==> src/rtl/vu_meter_bar.sv <==
// vu_meter_bar: LED bar-graph level meter fed by a PCM sample stream.
// Tracks per-window peak magnitude, shows a decaying bar, a peak-hold dot and a clip flag.
`default_nettype none

module vu_meter_bar #(
    parameter int DATA_WIDTH      = 16,
    parameter int NUM_LEDS        = 8,
    parameter int UPDATE_DIV      = 3000000,
    parameter int PEAK_HOLD_TICKS = 4,
    parameter int SIGNED_IN       = 1,
    parameter int ACTIVE_LOW      = 1,
    localparam int LW             = $clog2(NUM_LEDS + 1)
) (
    input  logic                  clk,
    input  logic                  rst,
    input  logic                  sample_valid,
    input  logic [DATA_WIDTH-1:0] data_in,
    output logic [NUM_LEDS-1:0]   led,
    output logic [LW-1:0]         bar_level,
    output logic [LW-1:0]         peak_level,
    output logic                  clip
);

    localparam int GROUP = DATA_WIDTH / NUM_LEDS;
    localparam int CW    = $clog2(UPDATE_DIV);
    localparam int HW    = (PEAK_HOLD_TICKS > 0) ? $clog2(PEAK_HOLD_TICKS + 1) : 1;

    localparam logic [DATA_WIDTH-1:0] MOST_NEG   = {1'b1, {(DATA_WIDTH-1){1'b0}}};
    localparam logic [DATA_WIDTH-1:0] POS_MAX    = {1'b0, {(DATA_WIDTH-1){1'b1}}};
    localparam logic [DATA_WIDTH-1:0] FULL_SCALE = (SIGNED_IN != 0) ? POS_MAX : {DATA_WIDTH{1'b1}};
    localparam logic [NUM_LEDS-1:0]   LED_INVERT = {NUM_LEDS{ACTIVE_LOW != 0}};

    logic [CW-1:0]         tick_cnt;
    logic                  tick;
    logic [DATA_WIDTH-1:0] mag;
    logic [DATA_WIDTH-1:0] win_max;
    logic [DATA_WIDTH-1:0] win_max_nxt;
    logic                  win_clip;
    logic                  win_clip_nxt;
    logic [LW-1:0]         new_level;
    logic [LW-1:0]         bar_nxt;
    logic [LW-1:0]         peak_nxt;
    logic [HW-1:0]         hold;
    logic [HW-1:0]         hold_nxt;
    logic [NUM_LEDS-1:0]   raw;

    // Segment index of the highest set bit, plus one; zero magnitude gives level 0.
    function automatic logic [LW-1:0] quantize(input logic [DATA_WIDTH-1:0] m);
        logic [LW-1:0] lvl;
        lvl = '0;
        for (int i = 0; i < DATA_WIDTH; i++) begin
            if (m[i]) lvl = LW'(i / GROUP + 1);
        end
        return lvl;
    endfunction

    assign tick = (tick_cnt == CW'(UPDATE_DIV - 1));

    always_comb begin
        mag = data_in;
        if (SIGNED_IN != 0 && data_in[DATA_WIDTH-1]) begin
            mag = (data_in == MOST_NEG) ? POS_MAX : (~data_in + DATA_WIDTH'(1));
        end
    end

    // The tick-cycle sample is folded in here so it lands in the closing window.
    always_comb begin
        win_max_nxt  = win_max;
        win_clip_nxt = win_clip;
        if (sample_valid) begin
            if (mag > win_max) win_max_nxt = mag;
            if (mag == FULL_SCALE) win_clip_nxt = 1'b1;
        end
    end

    assign new_level = quantize(win_max_nxt);
    assign bar_nxt   = (new_level >= bar_level) ? new_level : (bar_level - LW'(1));

    always_comb begin
        peak_nxt = peak_level;
        hold_nxt = hold;
        if (new_level >= peak_level) begin
            peak_nxt = new_level;
            hold_nxt = HW'(PEAK_HOLD_TICKS);
        end else if (hold != '0) begin
            hold_nxt = hold - HW'(1);
        end else begin
            peak_nxt = ((peak_level - LW'(1)) > bar_nxt) ? (peak_level - LW'(1)) : bar_nxt;
        end
    end

    always_comb begin
        raw = '0;
        for (int i = 0; i < NUM_LEDS; i++) begin
            raw[i] = (LW'(i) < bar_nxt) || (LW'(i + 1) == peak_nxt);
        end
    end

    always_ff @(posedge clk) begin
        if (rst) begin
            tick_cnt   <= '0;
            win_max    <= '0;
            win_clip   <= 1'b0;
            bar_level  <= '0;
            peak_level <= '0;
            hold       <= '0;
            clip       <= 1'b0;
            led        <= LED_INVERT;
        end else begin
            tick_cnt <= tick ? '0 : (tick_cnt + CW'(1));
            if (tick) begin
                win_max    <= '0;
                win_clip   <= 1'b0;
                bar_level  <= bar_nxt;
                peak_level <= peak_nxt;
                hold       <= hold_nxt;
                clip       <= win_clip_nxt;
                led        <= raw ^ LED_INVERT;
            end else begin
                win_max  <= win_max_nxt;
                win_clip <= win_clip_nxt;
            end
        end
    end

endmodule

`default_nettype wire
==> config.mk <==
export PLATFORM = sky130hd
export DESIGN_NAME = vu_meter_bar
export DESIGN_NICKNAME = d
export VERILOG_FILES = /design/src/rtl/vu_meter_bar.sv
export SDC_FILE = /design/constraint.sdc
export NUM_CORES = 1
export LEC_CHECK = 0
export ABC_CLOCK_PERIOD_IN_PS = 8100
export BUFFER_PORTS_ARGS = -buffer_cell sky130_fd_sc_hd__buf_2
export CAP_MARGIN = 10
export CORE_ASPECT_RATIO = 2
export CORE_MARGIN = 2
export CORE_UTILIZATION = 55
export DETAILED_ROUTE_END_ITERATION = 10
export PLACE_DENSITY = 0.77
export SETUP_SLACK_MARGIN = 0.4
export SLEW_MARGIN = 20
export SYNTH_ARGS = -nofsm -noshare
export SYNTH_HDL_FRONTEND = slang
export SYNTH_SLANG_ARGS = --single-unit
export TNS_END_PERCENT = 100
==> constraint.sdc <==
create_clock -name clk -period 8.1 [get_ports clk]
set_clock_uncertainty 0.15 [all_clocks]
set_input_delay 1.62 -clock clk [delete_from_list [all_inputs] [get_ports clk]]
set_output_delay 1.62 -clock clk [all_outputs]
set_load 0.02 [all_outputs]
Yosys cells after proc, flatten, opt, wreduce, memory -nomap -nowiden. Index checks and enable logic that the tools add are counted.

Memories: 0. Memory bits (writable): 0. Memory bits (read-only): 0. Bits in latches: 0. Register bits after elaboration: 59. Input bits: 19.

Order comparisons: 12. Multipliers: 0. Add/sub/neg operators: 5. Muxes and demuxes: 28. Shifts and indexed selects: 0. Bitwise gates (word level): 2. Eq/ne operators: 11. Div/mod/pow operators: 0. Reduce and logical (&&, ||, !) cells: 12.

Operators with widths (count): 4-bit 2-to-1 mux (19); 16-bit 2-to-1 mux (4); 22-bit by 1-bit adder with 22-bit output (second input constant) (1); 22-bit equality test (second input constant) (1); 16-bit by 1-bit adder with 16-bit output (second input constant) (1); 16-bit by 15-bit equality test with 1-bit output (second input constant) (1); 16-bit equality test (second input constant) (1); 3-bit by 4-bit equality test with 1-bit output (first input constant) (4); 16-bit > comparator (1); 3-bit by 4-bit less-than comparator with 1-bit output (first input constant) (4); 16-bit NOT (1); 2-bit by 4-bit equality test with 1-bit output (first input constant) (2); 4-bit >= comparator (2); 1-bit logical OR (8); 1-bit by 4-bit less-than comparator with 1-bit output (first input constant) (2); 2-bit by 4-bit less-than comparator with 1-bit output (first input constant) (2); 8-bit NOT (1); 4-bit by 1-bit subtractor with 4-bit output (second input constant) (2); 3-bit 2-to-1 mux (2); 1-bit by 4-bit equality test with 1-bit output (first input constant) (1); 4-bit equality test (first input constant) (1); 4-bit > comparator (1); 1-bit 2-to-1 mux (3); 3-bit nonzero test (1); 4 further kinds (4).

Logic depth before layout (Yosys ltp). Gate-level depths: netlist (run 1).

Depth after elaboration: 32. Gate-level depth with buffers: 34. Mapped depth without buffers: 32.

Least setup slack after synthesis (run 1). OpenSTA, ideal clock, no wires.

Path kind: in2reg. Start: input data_in[0]. End: register led[0]. Path buffers: 2. Arrival time: 8.578 ns. Cell stages on the path: 32. Required time: 7.818 ns. Slack: -0.760 ns. Cell sequence: inv_1 -> ha_1 -> or4b_1 -> buf_2 -> or4_4 -> o21a_1 -> o22ai_2 -> inv_2 -> ha_1 -> nand4_1 -> a2111o_1 -> a31oi_1 -> clkbuf_1 -> nand2_1 -> o211ai_1 -> nor2b_1 -> inv_1 -> ha_1 -> nand2b_1 -> a21o_1 -> a21o_1 -> a21oi_1 -> mux2_2 -> inv_1 -> ha_1 -> a21oi_1 -> inv_1 -> a311oi_4 -> nand3_1 -> a31o_4 -> a2111oi_2 -> a31oi_1.

Word-level cells in the longest chain between the ends: 32. Elaborated cells between the ends (all ways): 35. Those cells by class: add/sub: 1; order compare: 5; eq/ne: 2; mux: 24; bitwise: 2; reduce/logical: 1.

RTL lines: start, declared (RTL line 17) `input logic [DATA_WIDTH-1:0] data_in,`; 16-bit NOT (RTL line 62) `mag = (data_in == MOST_NEG) ? POS_MAX : (~data_in + DATA_WIDTH'(1));`; 16-bit by 1-bit adder with 16-bit output (RTL line 62); 16-bit 2-to-1 mux (RTL line 62); 16-bit 2-to-1 mux (*) (RTL line 61) `if (SIGNED_IN != 0 && data_in[DATA_WIDTH-1]) begin`; 16-bit > comparator (RTL line 71) `if (mag > win_max) win_max_nxt = mag;`; 16-bit 2-to-1 mux (*) (RTL line 71); 16-bit 2-to-1 mux (*) (RTL line 70) `if (sample_valid) begin`; 1-bit 2-to-1 mux (RTL line 52) `if (m[i]) lvl = LW'(i / GROUP + 1);`; (+16 left out); 4-bit 2-to-1 mux (RTL line 77) `assign bar_nxt = (new_level >= bar_level) ? new_level : (bar_level - LW'(1));`; 4-bit > comparator (RTL line 88) `peak_nxt = ((peak_level - LW'(1)) > bar_nxt) ? (peak_level - LW'(1)) : bar_nxt;`; 4-bit 2-to-1 mux (RTL line 88); 4-bit 2-to-1 mux (RTL line 85) `end else if (hold != '0) begin`; 4-bit 2-to-1 mux (RTL line 82) `if (new_level >= peak_level) begin`; 1-bit by 4-bit equality test with 1-bit output (RTL line 95) `raw[i] = (LW'(i) < bar_nxt) || (LW'(i + 1) == peak_nxt);`; 1-bit logical OR (*) (RTL line 95); 8-bit NOT (no line) (*); end signal, assigned (RTL line 118) `led <= raw ^ LED_INVERT;`; end, declared (RTL line 18) `output logic [NUM_LEDS-1:0] led,`.

Mark *: on every way between the ends. The rest lies on a longest branch, timed or not. A chain may end at the register's enable or synchronous reset.

Worst setup path after layout (run 1).
Start: input data_in[12]. End: register led[0].

Word-level cells in the longest chain between the ends: 32. Elaborated cells between the ends (all ways): 35. Those cells by class: add/sub: 1; order compare: 5; eq/ne: 2; mux: 24; bitwise: 2; reduce/logical: 1.

RTL lines: 16-bit NOT (RTL line 62); 16-bit by 1-bit adder with 16-bit output (RTL line 62); 16-bit 2-to-1 mux (RTL line 62); 16-bit 2-to-1 mux (*) (RTL line 61); 16-bit > comparator (RTL line 71); 16-bit 2-to-1 mux (*) (RTL line 71); 16-bit 2-to-1 mux (*) (RTL line 70); 1-bit 2-to-1 mux (RTL line 52); (+17 left out); via bar_nxt[0] (RTL line 41) `logic [LW-1:0] bar_nxt;`; 4-bit > comparator (RTL line 88); 4-bit 2-to-1 mux (RTL line 88); 4-bit 2-to-1 mux (RTL line 85); 4-bit 2-to-1 mux (RTL line 82); 1-bit by 4-bit equality test with 1-bit output (RTL line 95); 1-bit logical OR (*) (RTL line 95); 8-bit NOT (no line) (*).

Mark *: on every way through the listed nets, which the timed path passes. The rest lies on a longest branch.

==> summary.md, run 1 <==
| Metric | Value |
|---|---|
| VDD IR-drop max | 0.000122 V |
| Crit Path Category | input pin to flop |
| Initial antenna violation count | 0 |
| Ys async rst share | 0 |
| Drt wl/cell | ~20 microns |
| Clk slew on worst S/H paths | roughly 50 ps |
| Critical Path RT | 8110 ps |
| Yosys reg bits | 59 |
| Failing checks | negative setup slack |
| Fmax | 119 MHz |
| Final wirelength | 15400 microns |
| Starting DRC count in detailed routing | 339 |
| Max Cap Viol | 0 |
| RSZ-0062 raised after global routing | true |
| First-pass GRT wire length | 22000 microns |
| Overall routing resource usage | 0.341 |
| Leakage | 2.47 nW |
| Total number of vias | 4865 |
| Largest net degree at the start of global routing | 40 |
| Final hold vios | 0 |
| Initial DRT Pass Iterations | 6 |
| Startpoint types | input pin |
| Hold Crit Class | flop to flop |
| Die area | 8470 sq um |
| TritonCTS clock tree | built |
| Pwr Density | around 250 nW/um^2 |
| Buffers on Ports | 35 |
| Sequential-to-total area share from yosys stat | 0.279 |
| Hpwl dp | 9810 microns |
| Status | complete, but fails checks |
| Reg-to-reg endpoint | led[0] |
| Root buf cell | clkbuf_16 |
| Met2 usage | 0.645 |
| Die W | 66.1 microns |
| Unique masters post-synth | 71 |
| # rows | 45 |
| Gpl congestion | 0.907 |
| Period utilization | 1.03 |
| Reg2Reg Setup Slack | 2040 ps |
| Ant. Diodes | 0 |
| Core outline area | 7540 sq um |
| Dominant cell type by area after synthesis | dfxtp_1 |
| Vias in the first global route | 4782 |
| Max Buffers Root-to-Sink | 2 |
| Final Max Slew Viols | 0 |
| CTS Buf Count | 9 |
| Nets | 727 |
| Syn-to-layout area delta | 41.2% |
| Crit path largest cell delay | ~700 ps |
| Arrival @ worst endpoint | about 8400 ps |
| # setup viols final | 10 |
| Post-synth EDFFs | 0 |
| Syn avg cell area | roughly 7.7 sq um |
| Worst setup margin | -273 ps |
| Main synth FF type | dfxtp_1 |
| Met1 usage | 0.288 |
| Clk pwr share | 0.255 |
| Rel. slew slack | 0.524 |
| Worst skew pair latency | around 330 ps |
| Yosys top cell area share | 0.279 |
| Busiest metal layer after global routing | met2 |
| Share of cells above drive strength 1 | 0.334 |
| Period minus WS final | 8370 ps |
| Pwr Total | 1.48 mW |
| Synth top area cells | dfxtp_1, ha_1, nor2_1 |
| Slowest CP cell | or4b_1 |
| Synth Net Count | 602 |
| Setup crit end | led[0] |
| Initial Utilization | 0.562 |
| DR DRC count | 0 |
| CTS sink count | 59 |
| Final core utilization | 0.793 |
| Logic pwr share | 0.538 |
| Routed Antenna Nets | 0 |
| Slew @ Worst Pin | a little over 700 ps |
| Setup crit start | data_in[12] |
| P_sw | 0.562 mW |
| M3 GR Usage | 0.0755 |
| Total gr overflow | 0 |
| Commonest non-fill, non-tap cells in the layout | nor2_1, buf_4, dfxtp_1 |
| Top Ports | 36 |
| Syn Inst Count | 550 |
| Cell Area, Synth | 4240 sq um |
| Die height | between 100 and 150 microns |
| Reg2reg path depth | 26 |
| Flop pwr share | 0.207 |
| Post-route setup TNS | -1500 ps |
| Via density | 6.29 |
| Worst flop-to-flop path startpoint | win_max[1] |
| CTS H-tree depth | 3 |
| Max FO, Critical Path | 6 |
| CP endpoint kind | flop |
| Most used cell, CP | a21o_1 |
| Switching Share | 0.381 |
| Yosys warns | 0 |
| P_int | 0.915 mW |
[kinds of logic after synthesis]
| logic type | count (synthesis) | share of synthesized area |
|---|---|---|
| xor gates and xnor gates | 31 | 0.0641 |
| and+or+nand+nor | 225 | 0.261 |
| adders and majority gates | 33 | 0.0974 |
| DFF | 59 | 0.279 |
| muxes | 12 | 0.0295 |
| buffers and inverters | 64 | 0.0596 |
| AOI/OAI and AO/OA | 126 | 0.209 |
[metrics by stage]
stage	cells	hold WS (ps)	cell area, sq um	setup WS (ps)
after floorplan	550	277	4410	153
after global placement	724	290	5090	-8.77
after detailed placement	724	305	5090	-274
after CTS	762	316	5730	228
after global routing	773	360	5990	-477
final	773	315	5990	-273
[cell usage after synthesis (all sizes together) (7+ instances only)]
cell type and n:
inv 41, nand4 8, nand3 16, nand2 36, nor3 13, nor2b 7, nand2b 9, a21o 8
clkbuf 13, and3 7, ha 33, nor4 8, xor2 19, o21ai 21, a21oi 40, nor2 94
xnor2 12, mux2i 8, dfxtp 59, buf 10
[cell type report]
cell class / count / area [sq um]
Clock buffer: 10 / 239
Clock inverter: 5 / 53.8
Fill cell: 498 / 1560
Inverter: 41 / 181
Multi-Input combinational cell: 427 / 3210
Sequential cell: 59 / 1180
Tap cell: 94 / 118
Timing Repair Buffer: 137 / 1010
[what timing repair did]
action                                  4_1_cts  5_1_grt
hold buffers                                  0        0
pin swaps                                    27       19
setup buffers                                23       11
resized for setup                            35       35
endpoints found under the setup margin       11       12
[critical path: cells and delay by family]
kind                       cells  cell delay [ps]
AOI/OAI and AO/OA             14             3650
and+or+nand+nor                8             2070
adders and majority gates      3              580
buffers and inverters          4              420
[power groups by stage]
stage | Clock (mW) | Sequential, mW | Combinational, mW
after global routing | 0.390 | 0.307 | 0.838
final | 0.376 | 0.306 | 0.795
after CTS | 0.378 | 0.306 | 0.637
after floorplan | 0 | 0.310 | 0.322
after detailed placement | 0 | 0.312 | 0.505
after global placement | 0 | 0.311 | 0.486
[sequential cells by signal (all words and copies together) (netlist names)]
register,cells
led,8
bar_level,4
tick_cnt,22
peak_level,4
win_clip,1
clip,1
win_max,16
hold,3
[worst min path at each step]
stage / end / start / slack (ps) / cells after the start
6_report: tick_cnt[0] / tick_cnt[0] / 320 / 1
5_1_grt: tick_cnt[0] / tick_cnt[0] / 360 / 1
4_1_cts: tick_cnt[0] / tick_cnt[0] / 320 / 1
3_5_place_dp: tick_cnt[0] / tick_cnt[0] / 300 / 1
3_3_place_gp: tick_cnt[0] / tick_cnt[0] / 290 / 1
2_1_floorplan: win_clip / win_clip / 280 / 2
[routing by layer]
metal  part of all wire  wire [microns]
met1               0.31            4790
met2               0.53            8220
met3              0.060             926
met4              0.096            1480
met5                  0               0
No activity file was read; power rests on OpenSTA's default activity.
==> run 2, diff against run 1 <==
--- a/config.mk
+++ b/config.mk
@@ -10,9 +10,8 @@
 export CAP_MARGIN = 10
 export CORE_ASPECT_RATIO = 2
 export CORE_MARGIN = 2
-export CORE_UTILIZATION = 55
+export CORE_UTILIZATION = 40
 export DETAILED_ROUTE_END_ITERATION = 10
-export PLACE_DENSITY = 0.77
 export SETUP_SLACK_MARGIN = 0.4
 export SLEW_MARGIN = 20
 export SYNTH_ARGS = -nofsm -noshare
==> run 2 against run 1 <==
  * Largest power group unchanged
  * Cell count up 4.0%
  * Critical endpoint unchanged
  * Critical path depth grew 1
  * Clock power grew 2%
  * Critical path type unchanged
  * Total power down 9.5%
  * Largest cell class unchanged
  * Highest routed layer unchanged
  * The run now ends clean
  * Via count down 10%
  * Register-to-register slack gained 580 ps
  * Global-route usage decreased by 12 points
  * Fmax increased by 5.6%
==> summary.md, run 2 (synthesized netlist as in run 1, its figures left out) <==
| Metric | Value |
|---|---|
| Clk slew on worst S/H paths | roughly 60 ps |
| CTS H-tree depth | 3 |
| Arrival @ worst endpoint | 7970 ps |
| Slew @ Worst Pin | 673 ps |
| Starting DRC count in detailed routing | around 150 |
| DR DRC count | 0 |
| Crit path largest cell delay | ~530 ps |
| Worst skew pair latency | approximately 330 ps |
| CTS sink count | 59 |
| Max FO, Critical Path | 6 |
| # setup viols final | 0 |
| Pwr Density | about 230 nW/um^2 |
| Vias in the first global route | 4322 |
| Root buf cell | clkbuf_16 |
| Pre-CTS setup slack | -249 ps |
| TritonCTS clock tree | built |
| Hold_ws | 312 ps |
| Drt wl/cell | 15.9 microns |
| Core outline area | 10400 sq um |
| # rows | 53 |
| Syn-to-layout area delta | 39.1% |
| Largest net degree at the start of global routing | 40 |
| Final hold vios | 0 |
| Biggest regs | tick_cnt x22, win_max x16, led x8 |
| Post-route setup TNS | 0 ps |
| Die W | between 70 and 80 microns |
| Gpl congestion | 0.935 |
| Period utilization | 0.979 |
| CP endpoint kind | flop |
| Status | finished, final reports clean |
| Final wirelength | approximately 13000 microns |
| Initial DRT Pass Iterations | 6 |
| Total gr overflow | 0 |
| Fmax | ~130 MHz |
| Max Cap Viol | 0 |
| Period minus WS final | about 7900 ps |
| Filler Cells Inserted | 960 |
| Leakage | 2.41 nW |
| Max Buffers Root-to-Sink | 2 |
| Total number of vias | 4362 |
| Top Ports | 36 |
| Pwr Total | 1.34 mW |
| Slowest CP cell | or4_4 |
| Hold Crit Class | flop to flop |
| Startpoint types | input pin |
| Top reg by flops | tick_cnt |
| Die height | 150 microns |
| Rel. slew slack | 0.548 |
| First-pass GRT wire length | slightly above 20000 microns |
| Reg2Reg Setup Slack | 2620 ps |
| Critical Path RT | 8140 ps |
| Leading cell type in the layout, fill and taps excluded | nor2_1 |
| CTS Hold Bufs | 0 |
| Flip-flop count of the largest register after layout | 22 |
| Initial Utilization | 0.407 |
| Final Max Slew Viols | 0 |
| VDD IR-drop max | 0.000136 V |
| Via density | 5.43 |
| RSZ-0062 raised after global routing | true |
| Commonest non-fill, non-tap cells in the layout | nor2_1, buf_4, dfxtp_1, a21oi_1, nand2_1 |
| Initial antenna violation count | 0 |
| Share of cells above drive strength 1 | 0.306 |
| Nets | 714 |
| CTS Buf Count | 9 |
| Die area | ~11000 sq um |
| Crit Path Category | input pin to flop |
| Routed Antenna Nets | 0 |
| Hpwl dp | 9710 microns |
| Worst setup margin | about 170 ps |
| Buffers on Ports | 35 |
| Ant. Diodes | 0 |
| Overall routing resource usage | 0.224 |
==> run 2: critical path, delay by kind of cell <==
kind | cells | cell delay (ps)
AOI/OAI and AO/OA | 13 | 2850
and+or+nand+nor | 5 | 1330
buffers and inverters | 7 | 830
adders and majority gates | 3 | 680
muxes | 2 | 650
==> run 2: metal layers <==
layer,vias up,part of all wire,track usage
li1,2183,-,-
met1,2059,0.34,0.198
met2,84,0.59,0.458
met3,36,0.021,0.0290
met4,0,0.047,0.144
met5,-,0,0
==> run 2: path summary, 6_finish.rpt <==
path	start	end	cells past startpoint
setup / recovery	data_in[8]	led[0]	30
hold / removal	tick_cnt[0]	tick_cnt[0]	1
setup reg to reg	win_max[11]	led[0]	25
hold reg to reg	tick_cnt[0]	tick_cnt[0]	1
==> run 2: stage by stage <==
step                      utilization  cells  instance area [sq um]
after global placement          0.492    764                   5120
after global routing            0.566    804                   5900
after detailed placement        0.492    764                   5120
final                           0.566    804                   5900
after CTS                       0.542    793                   5650
after floorplan                     -    550                   4410
==> run 2: layout make-up <==
cell class / instances / area, sq um / share of cell area
Sequential cell: 59 / 1180 / 0.200
Timing Repair Buffer: 124 / 905 / 0.153
Inverter: 41 / 176 / 0.0299
Tap cell: 137 / 171 / 0.0291
Clock inverter: 7 / 77.6 / 0.0132
Clock buffer: 9 / 225 / 0.0382
Multi-Input combinational cell: 427 / 3160 / 0.536
==> run 2: what timing repair did <==
item	in CTS	in global routing
resized for setup	26	29
buffers inserted	13	11
pin swaps	12	28
cloned	0	0
setup endpoints to repair	12	12
==> run 2: power by group <==
group / switching (mW) / internal [mW]
clock network: 0.145 / 0.240
registers: 0.00612 / 0.299
logic: 0.341 / 0.307
total: 0.491 / 0.846
==> run 3, diff against run 2 <==
--- a/config.mk
+++ b/config.mk
@@ -5,7 +5,7 @@
 export SDC_FILE = /design/constraint.sdc
 export NUM_CORES = 1
 export LEC_CHECK = 0
-export ABC_CLOCK_PERIOD_IN_PS = 8100
+export ABC_CLOCK_PERIOD_IN_PS = 9300
 export BUFFER_PORTS_ARGS = -buffer_cell sky130_fd_sc_hd__buf_2
 export CAP_MARGIN = 10
 export CORE_ASPECT_RATIO = 2
==> constraint.sdc (replaced) <==
create_clock -name clk -period 9.3 [get_ports clk]
set_clock_uncertainty 0.15 [all_clocks]
set_input_delay 1.86 -clock clk [delete_from_list [all_inputs] [get_ports clk]]
set_output_delay 1.86 -clock clk [all_outputs]
set_load 0.02 [all_outputs]
==> run 3 against run 2 <==
  * Global-route usage shrank 1.7 points
  * Sequential share of layout area grew 3.2 points
  * Total power shrank 27%
  * Core utilization shrank 7.9 points
  * Via count shrank 5.9%
  * Critical path depth grew 1
  * Critical endpoint is now led[2]
  * Register-to-register slack gained 900 ps
  * Largest power group unchanged
  * First-iteration DRC count grew 7.5%
  * Clock power shrank 13%
  * Die area is the same
  * Flip-flop and latch count is the same
==> summary.md, run 3 (synthesized netlist as in run 1, its figures left out) <==
| Metric | Value |
|---|---|
| Top reg by flops | tick_cnt |
| Total number of vias | 4104 |
| TritonCTS clock tree | built |
| Max FO, Critical Path | 8 |
| Initial antenna violation count | 0 |
| Hpwl dp | roughly 9000 microns |
| Drt wl/cell | 15.7 microns |
| Die area | 11500 sq um |
| Hold path start | tick_cnt[0] |
| Startpoint types | input pin |
| Reg-to-reg endpoint | led[2] |
| Crit path largest cell delay | about 530 ps |
| Leading cell type in the layout, fill and taps excluded | nor2_1 |
| Status | finished, final reports clean |
| Flip-flop count of the largest register after layout | 22 |
| Max Cap Viol | 0 |
| Met1 WL | 4160 microns |
| Root buf cell | clkbuf_16 |
| Arrival @ worst endpoint | 8640 ps |
| Die W | 76.8 microns |
| Placement Cell Area | 4630 sq um |
| Final core utilization | 0.487 |
| Total gr overflow | 0 |
| Filler Cells Inserted | 1047 |
| Post-route setup TNS | 0 ps |
| Nets | between 600 and 700 |
| Period minus WS final | 8590 ps |
| Crit path buffers/inverters | 7 |
| Fmax | between 100 and 150 MHz |
| Met2 wire length | 6410 microns |
| Final hold vios | 0 |
| WHS Endpoint | tick_cnt[0] |
| Final Max Slew Viols | 0 |
| Starting DRC count in detailed routing | 157 |
| CTS Hold Bufs | 0 |
| Max Buffers Root-to-Sink | 2 |
| First-pass GRT wire length | 19000 microns |
| Worst flop-to-flop path startpoint | win_max[3] |
| Hold_ws | 328 ps |
| CTS H-tree depth | 3 |
| CP delay by family, top | compound AO/OA/AOI/OAI gates |
| Final wirelength | 11500 microns |
| CP endpoint kind | flop |
| Period utilization | 0.923 |
| Overall routing resource usage | 0.207 |
| # setup viols final | 0 |
| Slew @ Worst Pin | 596 ps |
| WHS Path Cells | 1 |
| VDD IR-drop max | 0.000116 V |
| CTS sink count | 59 |
| DR top layer | met4 |
| Syn-to-layout area delta | 19.8% |
| Crit Path Category | input pin to flop |
| Die height | 150 microns |
| Via density | 5.59 |
| # rows | 53 |
| Initial DRT Pass Iterations | 4 |
| Biggest regs | tick_cnt x22, win_max x16, led x8 |
| Clk slew on worst S/H paths | 60 ps |
| Ant. Diodes | 0 |
| Buffers on Ports | 35 |
| Vias in the first global route | roughly 4k |
| Gpl congestion | 0.874 |
| Slowest CP cell | or4_4 |
| Top Ports | 36 |
| Initial Utilization | 0.407 |
| RSZ-0062 raised after global routing | false |
| Commonest non-fill, non-tap cells in the layout | nor2_1, dfxtp_1, inv_1, a21oi_1 |
| Wire length on met3 | 272 microns |
| Share of cells above drive strength 1 | 0.189 |
| Largest net degree at the start of global routing | 40 |
| Leakage | between 1.5 and 2 nW |
| Area of the multi-input gates | 2950 sq um |
| Reg2reg path depth | 24 |
| DR DRC count | 0 |
| Reg2Reg Setup Slack | 3520 ps |
| Worst skew pair latency | 330 ps |
| Fin area | around 5000 sq um |
| Critical Path RT | between 9000 and 10000 ps |
| Reg area | 1180 sq um |
| Routed Antenna Nets | 0 |
| Setup crit start | data_in[1] |
| CTS Buf Count | 9 |
| Rel. slew slack | 0.598 |
| Pwr Density | 193 nW/um^2 |
| Hold Crit Class | flop to flop |
| Core outline area | 10400 sq um |
==> run 3: cell count changes in the layout (fill, tap and decap cells not counted), sizes merged <==
| cell | delta |
|---|---|
| buf | -70 |
| clkinvlp | +1 |
| clkinv | -1 |
==> run 3: how the worst max path moves through the flow <==
stage	to	slack (ps)	depth (start not counted)
finish	led[2]	710	31
global route	led[2]	420	32
CTS	led[2]	420	32
detailed placement	led[2]	30	33
global placement	led[2]	210	33
floorplan	led[0]	460	32
==> run 3: timing repair <==
item                                   CTS  global route
setup buffers                            0             1
gates resized for setup                  3            24
endpoints found under the hold margin    0             0
pin swaps                                0             7
setup endpoints to repair                1            11
==> run 3: metal layers <==
layer,vias up,track usage
li1,2045,-
met4,0,0.147
met1,1928,0.194
met3,40,0.0308
met5,-,0
met2,91,0.400
==> run 3: cell type report <==
cell class                 count  area share
inverter                      41      0.0303
tap                          137      0.0338
sequential                    59       0.233
timing repair buffer          54      0.0626
clock inverter                 7      0.0150
multi-input combinational    427       0.581
clock buffer                   9      0.0444
==> run 3: worst register-to-register path, stage by stage (launching register included) <==
cell and delay [ps]:
dfxtp_1 370, inv_1 80, ha_1 350, a21oi_1 130
a2111o_1 480, a31oi_4 200, buf_4 200, mux2i_4 270
buf_4 190, nor2_1 70, ha_1 280, a21o_1 160
a21o_1 190, a21oi_2 160, buf_4 160, nor2_1 50
a22oi_2 150, inv_2 100, ha_1 300, or2_2 330
a211o_4 380, and4b_4 200, a211o_1 320, nor3_2 270
o21ai_1 110
==> run 3: where the power goes <==
| group | total (mW) | leakage [nW] | switching, mW | internal, mW |
|---|---|---|---|---|
| Sequential | 0.266 | 0.478 | 0.00546 | 0.261 |
| Combinational | 0.380 | 1.37 | 0.231 | 0.150 |
| Clock | 0.335 | 0.142 | 0.126 | 0.208 |
| Total | 0.982 | 1.99 | 0.362 | 0.619 |
==> run 3: metrics by stage <==
step | cells | setup slack, ps | power (mW)
floorplan | 550 | 457 | 0.522
global placement | 717 | 211 | 0.611
detailed placement | 717 | 29.8 | 0.616
CTS | 733 | 420 | 0.955
global route | 734 | 418 | 1.04
finish | 734 | 713 | 0.982
